File: src/rtl/mc_ctrl.sv
// mc_ctrl: multi-cycle control unit for the MIPS datapath.
// Walks each instruction through IF/ID/EX/MEM/WB and decodes the datapath
// enables and selector codes from the current state and the IR opcode/funct.
module mc_ctrl (
    input  logic        clk,
    input  logic        rst_n,
    input  logic [5:0]  opcode,
    input  logic [5:0]  funct,
    input  logic        zero,
    output logic        pc_we,
    output logic        ir_we,
    output logic        reg_we,
    output logic        mem_we,
    output logic [1:0]  regdst_sel,
    output logic [2:0]  wd_sel,
    output logic [1:0]  npc_sel,
    output logic        alub_sel,
    output logic        ext_op,
    output logic [1:0]  alu_op,
    output logic [2:0]  state,
    output logic        instr_done,
    output logic [31:0] retired
);

    typedef enum logic [2:0] {
        S_IF  = 3'b000,
        S_ID  = 3'b001,
        S_EX  = 3'b010,
        S_MEM = 3'b011,
        S_WB  = 3'b100
    } state_e;

    state_e      state_q, state_d;
    logic [31:0] retired_q, retired_d;

    // Instruction decode from the IR fields.
    logic is_r, is_addu, is_subu, is_jr, is_ori, is_lui, is_lw, is_sw, is_beq, is_j, is_jal;

    assign is_r    = (opcode == 6'b000000);
    assign is_addu = is_r && (funct == 6'b100001);
    assign is_subu = is_r && (funct == 6'b100011);
    assign is_jr   = is_r && (funct == 6'b001000);
    assign is_ori  = (opcode == 6'b001101);
    assign is_lui  = (opcode == 6'b001111);
    assign is_lw   = (opcode == 6'b100011);
    assign is_sw   = (opcode == 6'b101011);
    assign is_beq  = (opcode == 6'b000100);
    assign is_j    = (opcode == 6'b000010);
    assign is_jal  = (opcode == 6'b000011);

    // Next-state sequencing; anything unrecognised falls back to IF.
    always_comb begin
        // NOTE: every combinational output gets a default first so no path leaves it unassigned (no latch).
        state_d = S_IF;
        case (state_q)
            S_IF:    state_d = S_ID;
            S_ID: begin
                if (is_addu || is_subu || is_ori || is_lw || is_sw || is_beq) state_d = S_EX;
                else if (is_lui)                                              state_d = S_WB;
                else                                                          state_d = S_IF;
            end
            S_EX: begin
                if (is_lw || is_sw)                     state_d = S_MEM;
                else if (is_addu || is_subu || is_ori)  state_d = S_WB;
                else                                    state_d = S_IF;
            end
            S_MEM:   state_d = is_lw ? S_WB : S_IF;
            S_WB:    state_d = S_IF;
            default: state_d = S_IF;
        endcase
    end

    // Enable/select decode; everything is held at 0 while reset is asserted so
    // an asynchronous reset kills write enables without waiting for a clock.
    always_comb begin
        pc_we      = 1'b0;
        ir_we      = 1'b0;
        reg_we     = 1'b0;
        mem_we     = 1'b0;
        regdst_sel = 2'b00;
        wd_sel     = 3'b000;
        npc_sel    = 2'b00;
        alub_sel   = 1'b0;
        ext_op     = 1'b0;
        alu_op     = 2'b00;
        instr_done = 1'b0;
        if (rst_n) begin
            case (state_q)
                S_IF: begin
                    pc_we = 1'b1;
                    ir_we = 1'b1;
                end
                S_ID: begin
                    if (is_j || is_jal) begin
                        pc_we   = 1'b1;
                        npc_sel = 2'b10;
                    end
                    if (is_jal) begin
                        reg_we     = 1'b1;
                        regdst_sel = 2'b10;
                        wd_sel     = 3'b010;
                    end
                    if (is_jr) begin
                        pc_we   = 1'b1;
                        npc_sel = 2'b11;
                    end
                end
                S_EX: begin
                    if (is_subu) alu_op = 2'b01;
                    if (is_ori) begin
                        alub_sel = 1'b1;
                        alu_op   = 2'b10;
                    end
                    if (is_lw || is_sw) begin
                        alub_sel = 1'b1;
                        ext_op   = 1'b1;
                    end
                    if (is_beq) begin
                        alu_op  = 2'b01;
                        npc_sel = 2'b01;
                        ext_op  = 1'b1;
                        pc_we   = zero;
                    end
                end
                S_MEM: begin
                    if (is_sw) mem_we = 1'b1;
                    // Load keeps the address path steady for the memory read.
                    if (is_lw) begin
                        alub_sel = 1'b1;
                        ext_op   = 1'b1;
                    end
                end
                S_WB: begin
                    reg_we = 1'b1;
                    if (is_r)   regdst_sel = 2'b01;
                    if (is_lw)  wd_sel     = 3'b001;
                    if (is_lui) wd_sel     = 3'b011;
                end
                default: ;
            endcase
            // The last state of any sequence is the one that returns to IF.
            instr_done = (state_q != S_IF) && (state_d == S_IF);
        end
    end

    assign retired_d = instr_done ? retired_q + 32'd1 : retired_q;

    // State register and retired-instruction counter.
    always_ff @(posedge clk or negedge rst_n) begin
        if (!rst_n) begin
            state_q   <= S_IF;
            retired_q <= 32'd0;
        end else begin
            // NOTE: sequential state uses non-blocking assignments so all registers update together.
            state_q   <= state_d;
            retired_q <= retired_d;
        end
    end

    assign state   = state_q;
    assign retired = retired_q;

endmodule

File: config.mk
export PLATFORM = sky130hd
export DESIGN_NAME = mc_ctrl
export DESIGN_NICKNAME = d
export VERILOG_FILES = /design/src/rtl/mc_ctrl.sv
export SDC_FILE = /design/constraint.sdc
export NUM_CORES = 1
export LEC_CHECK = 0
export CAP_MARGIN = 20
export CORE_ASPECT_RATIO = 1.1
export CORE_MARGIN = 2
export CORE_UTILIZATION = 25
export CTS_CLUSTER_DIAMETER = 80
export DETAILED_ROUTE_END_ITERATION = 16
export GPL_TIMING_DRIVEN = 0
export PLACE_DENSITY = 0.51
export SYNTH_ARGS = -nofsm -noshare
export SYNTH_HDL_FRONTEND = slang
export SYNTH_SLANG_ARGS = --single-unit
File: constraint.sdc
create_clock -name clk -period 2.6 [get_ports clk]
set_input_delay 0.78 -clock clk [delete_from_list [all_inputs] [get_ports clk]]
set_output_delay 0.78 -clock clk [all_outputs]
set_load 0.01 [all_outputs]
-- Word level (Yosys, flattened, before mapping)
Cells that the tools add are included.
- add/sub/neg operators: 1
- equal/unequal tests: 14
- muxes and demuxes: 48
- reductions and logical operators: 15
- operators with widths (kind ; number):
    $add 32x1->32 const B ; 1
    $eq 6x6->1 const B ; 4
    $mux 1 ; 23
    $mux 3 ; 7
    $mux 2 ; 10
    $eq 6x4->1 const B ; 3
    $eq 6x2->1 const B ; 2
    $pmux 3 s4 ; 1
    $pmux 2 s2 ; 2
    $logic_or 1x1->1 ; 7
    $eq 3x2->1 const B ; 2
    $eq 6x3->1 const B ; 1
    $logic_not 3->1 ; 2
    $logic_not 6->1 ; 1
    $pmux 1 s2 ; 3
    $pmux 3 s2 ; 1
    $logic_and 1x1->1 ; 4
    $eq 3x1->1 const B ; 1
    $eq 3x3->1 const B ; 1
    $pmux 1 s3 ; 1
    $reduce_bool 3->1 ; 1
- register bits: 35
- input port bits: 15
- output and inout port bits: 51

-- Logic depth before layout (Yosys ltp)
- depth in word-level cells: 12
- gate-level depth with buffers: 8

-- Least setup slack after synthesis
OpenSTA, ideal clock, no wires.
- kind: input port to output port
- start: input funct[1]
- end: output pc_we
- data arrival time: 2.162 ns
- data required time: 1.820 ns
- slack: -0.342 ns
- stages: 4
- cell sequence: or4b_2 > nor3_1 > a21oi_1 > a221oi_1
- longest elaborated chain between the ends: 5
- RTL lines (item ; RTL line ; text):
    start: declaration ; 8 ; input logic [5:0] funct,
    $eq 6x4->1 ; 42 ; assign is_jr = is_r && (funct == 6'b001000);
    $logic_and 1x1->1 ; 42 ;
    $mux 1 ; 103 ; if (is_jr) begin
    $pmux 1 s3 ; 88 ; case (state_q)
    $mux 1 ; 87 ; if (rst_n) begin
    end: declaration ; 10 ; output logic pc_we,
Every way passes these cells.

-- Final worst setup path
- start: input opcode[0]
- end: output instr_done
- longest elaborated chain between the ends: 12
- elaborated cells between the ends (all ways): 23
- RTL lines (item ; RTL line ; text):
    start: declaration ; 7 ; input logic [5:0] opcode,
    $logic_not 6->1 ; 39 ; assign is_r = (opcode == 6'b000000);
    $logic_and 1x1->1 (on tied branches) ; 40, 41 ;
    $logic_or 1x1->1 (2 in a row) ; 58, 64 ;
    $logic_or 1x1->1 (3 in a row) ; 58 ; if (is_addu || is_subu || is_ori || is_lw || is_sw || is_beq) state_d = S_EX;
    $mux 3 ; 58 ;
    $pmux 3 s4 * ; 55 ; case (state_q)
    $logic_not 3->1 * ; 142 ; instr_done = (state_q != S_IF) && (state_d == S_IF);
    $logic_and 1x1->1 * ; 142 ;
    $mux 1 * ; 87 ;
    end: declaration ; 21 ; output logic instr_done,
Mark *: on every way between the ends. The rest lies on a longest branch, timed or not.

==> flow_metrics.tcl <==
set metrics [dict create \
    grt_pass1_vias 2077 \
    area_growth_syn_to_layout_pct 56.5 \
    seq_power_share_pct 41.6 \
    maxSlewHeadroom_pct 54.8 \
    ys_async_sr_fraction_pct 100 \
    power_density_nw_per_um2 488 \
    die_area_sq_um 9300 \
    place.gp.congestion 0.845 \
    rsz0062_at_grt "yes" \
    clock.fmax_mhz 345 \
    wl_per_cell_um 15.4 \
    track_usage_pct 14.3 \
    crit_fanout 4 \
    finalPower_w 0.00163 \
    cts_buffer_depth 2 \
    worstHoldPathType "in2async" \
    fin_ws_ps -302 \
    dp.cells 398 \
    fillers 851 \
    post_synth.cell_area_avg_sq_um 9.62 \
    drt_iter0_drc 61 \
    ys_ff_latch 35 \
    path_clk_slew_ps 60 \
    hold_viol_final 0 \
    layout_common_cells "clkdlybuf4s50_1 (36), dfrtp_1 (34), xnor2_1 (28), buf_4 (21), nand3_1 (21)" \
    worstSkewPairLatency_ps 290 \
    ys.flop_type "dfrtp_1" \
    status "finished, violations left" \
    synth_nets 238 \
    grt_max_degree 20 \
    grt-ovfl-total 0 \
    yosys.area.top_type "dfrtp_1" \
    dpl.hpwl_mm 4.37 \
    diodes 0 \
    vias 2068 \
    drtAntennaViolNets 0 \
    layout_commonest_cell "clkdlybuf4s50_1" \
    syn_area_sq_um 2140 \
    violations "setup timing" \
    peakVddDrop_mv 0.214 \
    slew_violations 0 \
    report.final.setup_viol 4 \
    dr.pass1.iters 4 \
    core_sq_um 8320 \
    p_int_w 0.00110 \
    met2RoutedLength_mm 3.11 \
    grt_antenna_before_repair 0 \
    drt-total-wl_mm 6.59 \
    synth.distinct_cells 44 \
    final_cells 427 \
    syn_inst 222 \
    drive_gt1_share_pct 29.4 \
    nNetsFinal 332 \
    start_kind "input pin" \
    synth_top_area_share_pct 41.0 \
    port_buffers 64 \
    cts_hold_buffers 0 \
    dieHeight_um 101 \
    drc 0 \
    tightest_slew_ps 672 \
    grt_pass1_wl_mm 10.6 \
    period_share_pct 112 \
    required_ps 1820 \
    drv_cap 0 \
    ys_warn_count 0 \
    cts_tree "built" \
    synth-seq-area-share_pct 41.0 \
    io_pins 66 \
    leakage_nw 1.47 \
    routed-wl-met3_um 380 \
    initial_core_util_pct 25.7 \
    crit_arrival_ps 2120 \
    switching_share_pct 32.6 \
    synth_area_leaders "dfrtp_1 (41%), xnor2_1 (11%), nand4_1 (5.9%)" \
    htreeDepth 2 \
    clock_sinks 35 \
    highest_layer "met4" \
    min_period_ps 2900 \
    root_buffer "clkbuf_8" \
    clock_power_share_pct 24.9 \
    switching_power_w 0.000532 \
    end_kind "output port" \
    skew_ps 10.4 \
    die_w_um 92.1 \
    cts_made_buffers 5 \
    p_comb_share_pct 33.4 \
    hold-worst-slack_ps 459 \
    std_cell_rows 35 \
    synth_edf_count 0 \
    crit_type "in2out" \
    wl_met1_mm 3.04 \
    via_per_inst 4.84 \
]
-- power groups by stage --
stage | clock network [W] | registers [W] | logic [W]
after floorplan | 0 | 0.000680 | 0.000236
after global placement | 0 | 0.000665 | 0.000488
after detailed placement | 0 | 0.000668 | 0.000494
after CTS | 0.000418 | 0.000676 | 0.000538
after global routing | 0.000440 | 0.000691 | 0.000585
final | 0.000407 | 0.000679 | 0.000544
-- timing repair --
| item | CTS | global route |
|---|---|---|
| buffers inserted | 19 | 2 |
| gates cloned | 2 | 0 |
| endpoints found under the setup margin | 48 | 13 |
| resized for setup | 112 | 30 |
| pin swaps | 21 | 11 |
-- cells by family (layout without fill, tap and decap cells) --
family                   after synthesis  in the layout  synth area share (%)
flip-flops                            35             35                  41.0
buffers and inverters                 17            111                  3.46
multiplexers                           1              1                 0.703
other                                  1              1                 0.176
XOR/XNOR                              31             31                  12.7
AO/OA/AOI/OAI                         18             18                  7.97
AND/OR/NAND/NOR                      118            118                  33.4
adder cells (fa/ha/maj)                1              1                 0.586
-- area by class of cell --
cell class                      instances  area, sq um  share of cell area (%)
Multi-Input combinational cell        170         1320                    39.5
Tap cell                              111          139                    4.16
Sequential cell                        35          877                    26.2
Inverter                                9         33.8                    1.01
Clock buffer                            6         82.6                    2.47
Timing Repair Buffer                   88          840                    25.1
Buffer                                  7         46.3                    1.39
Clock inverter                          1         5.00                   0.150
-- cells in the mapped netlist (all sizes together) (2+ instances only) --
master and n:
a21oi 3, and2 3, and3 12, buf 6
clkbuf 2, dfrtp 35, inv 9, nand2 17
nand3 21, nand4 22, nor2 12, nor2b 3
nor3 12, nor4 6, o21ai 4, o31a 2
or3 3, xnor2 28, xor2 3
-- through the flow --
stage	TNS (ps)	util (%)	area, sq um	setup slack [ps]
2_1_floorplan	-191	-	2150	-119
3_3_place_gp	-93940	35.3	2930	-2440
3_5_place_dp	-29580	35.4	2950	-1430
4_1_cts	-1970	39.7	3300	-350
5_1_grt	-1420	40.2	3340	-362
6_report	-928	40.2	3340	-302
-- per-layer routing --
layer,vias up,GRT usage (%)
met4,0,3.44
li1,992,-
met5,-,0
met3,6,2.92
met2,68,23.2
met1,1002,19.6
-- critical path, stage by stage --
cell,delay [ps]
buf_8,110
or3_4,390
o31a_1,290
o211ai_4,210
a21boi_4,80
and2_4,150
buf_6,110
-- sequential cells by signal (all words and copies together), names as in the netlist --
name / count
retired: 32
state: 3
-- final timing paths --
kind | startpoint | endpoint | slack, ps | depth (start not counted)
max in group asynchronous | rst_n | state[0]$_DFF_PN0_ | 1850 | 2
worst min-delay path | rst_n | retired[19]$_DFFE_PN0P_ | 460 | 2
worst max register to register | retired[3]$_DFFE_PN0P_ | retired[13]$_DFFE_PN0P_ | 170 | 6
worst min register to register | retired[17]$_DFFE_PN0P_ | retired[17]$_DFFE_PN0P_ | 500 | 1
min in group clk | retired[17]$_DFFE_PN0P_ | retired[17]$_DFFE_PN0P_ | 500 | 1
worst max-delay path | opcode[0] | instr_done | -300 | 7
(Power assumes the default switching activity.)
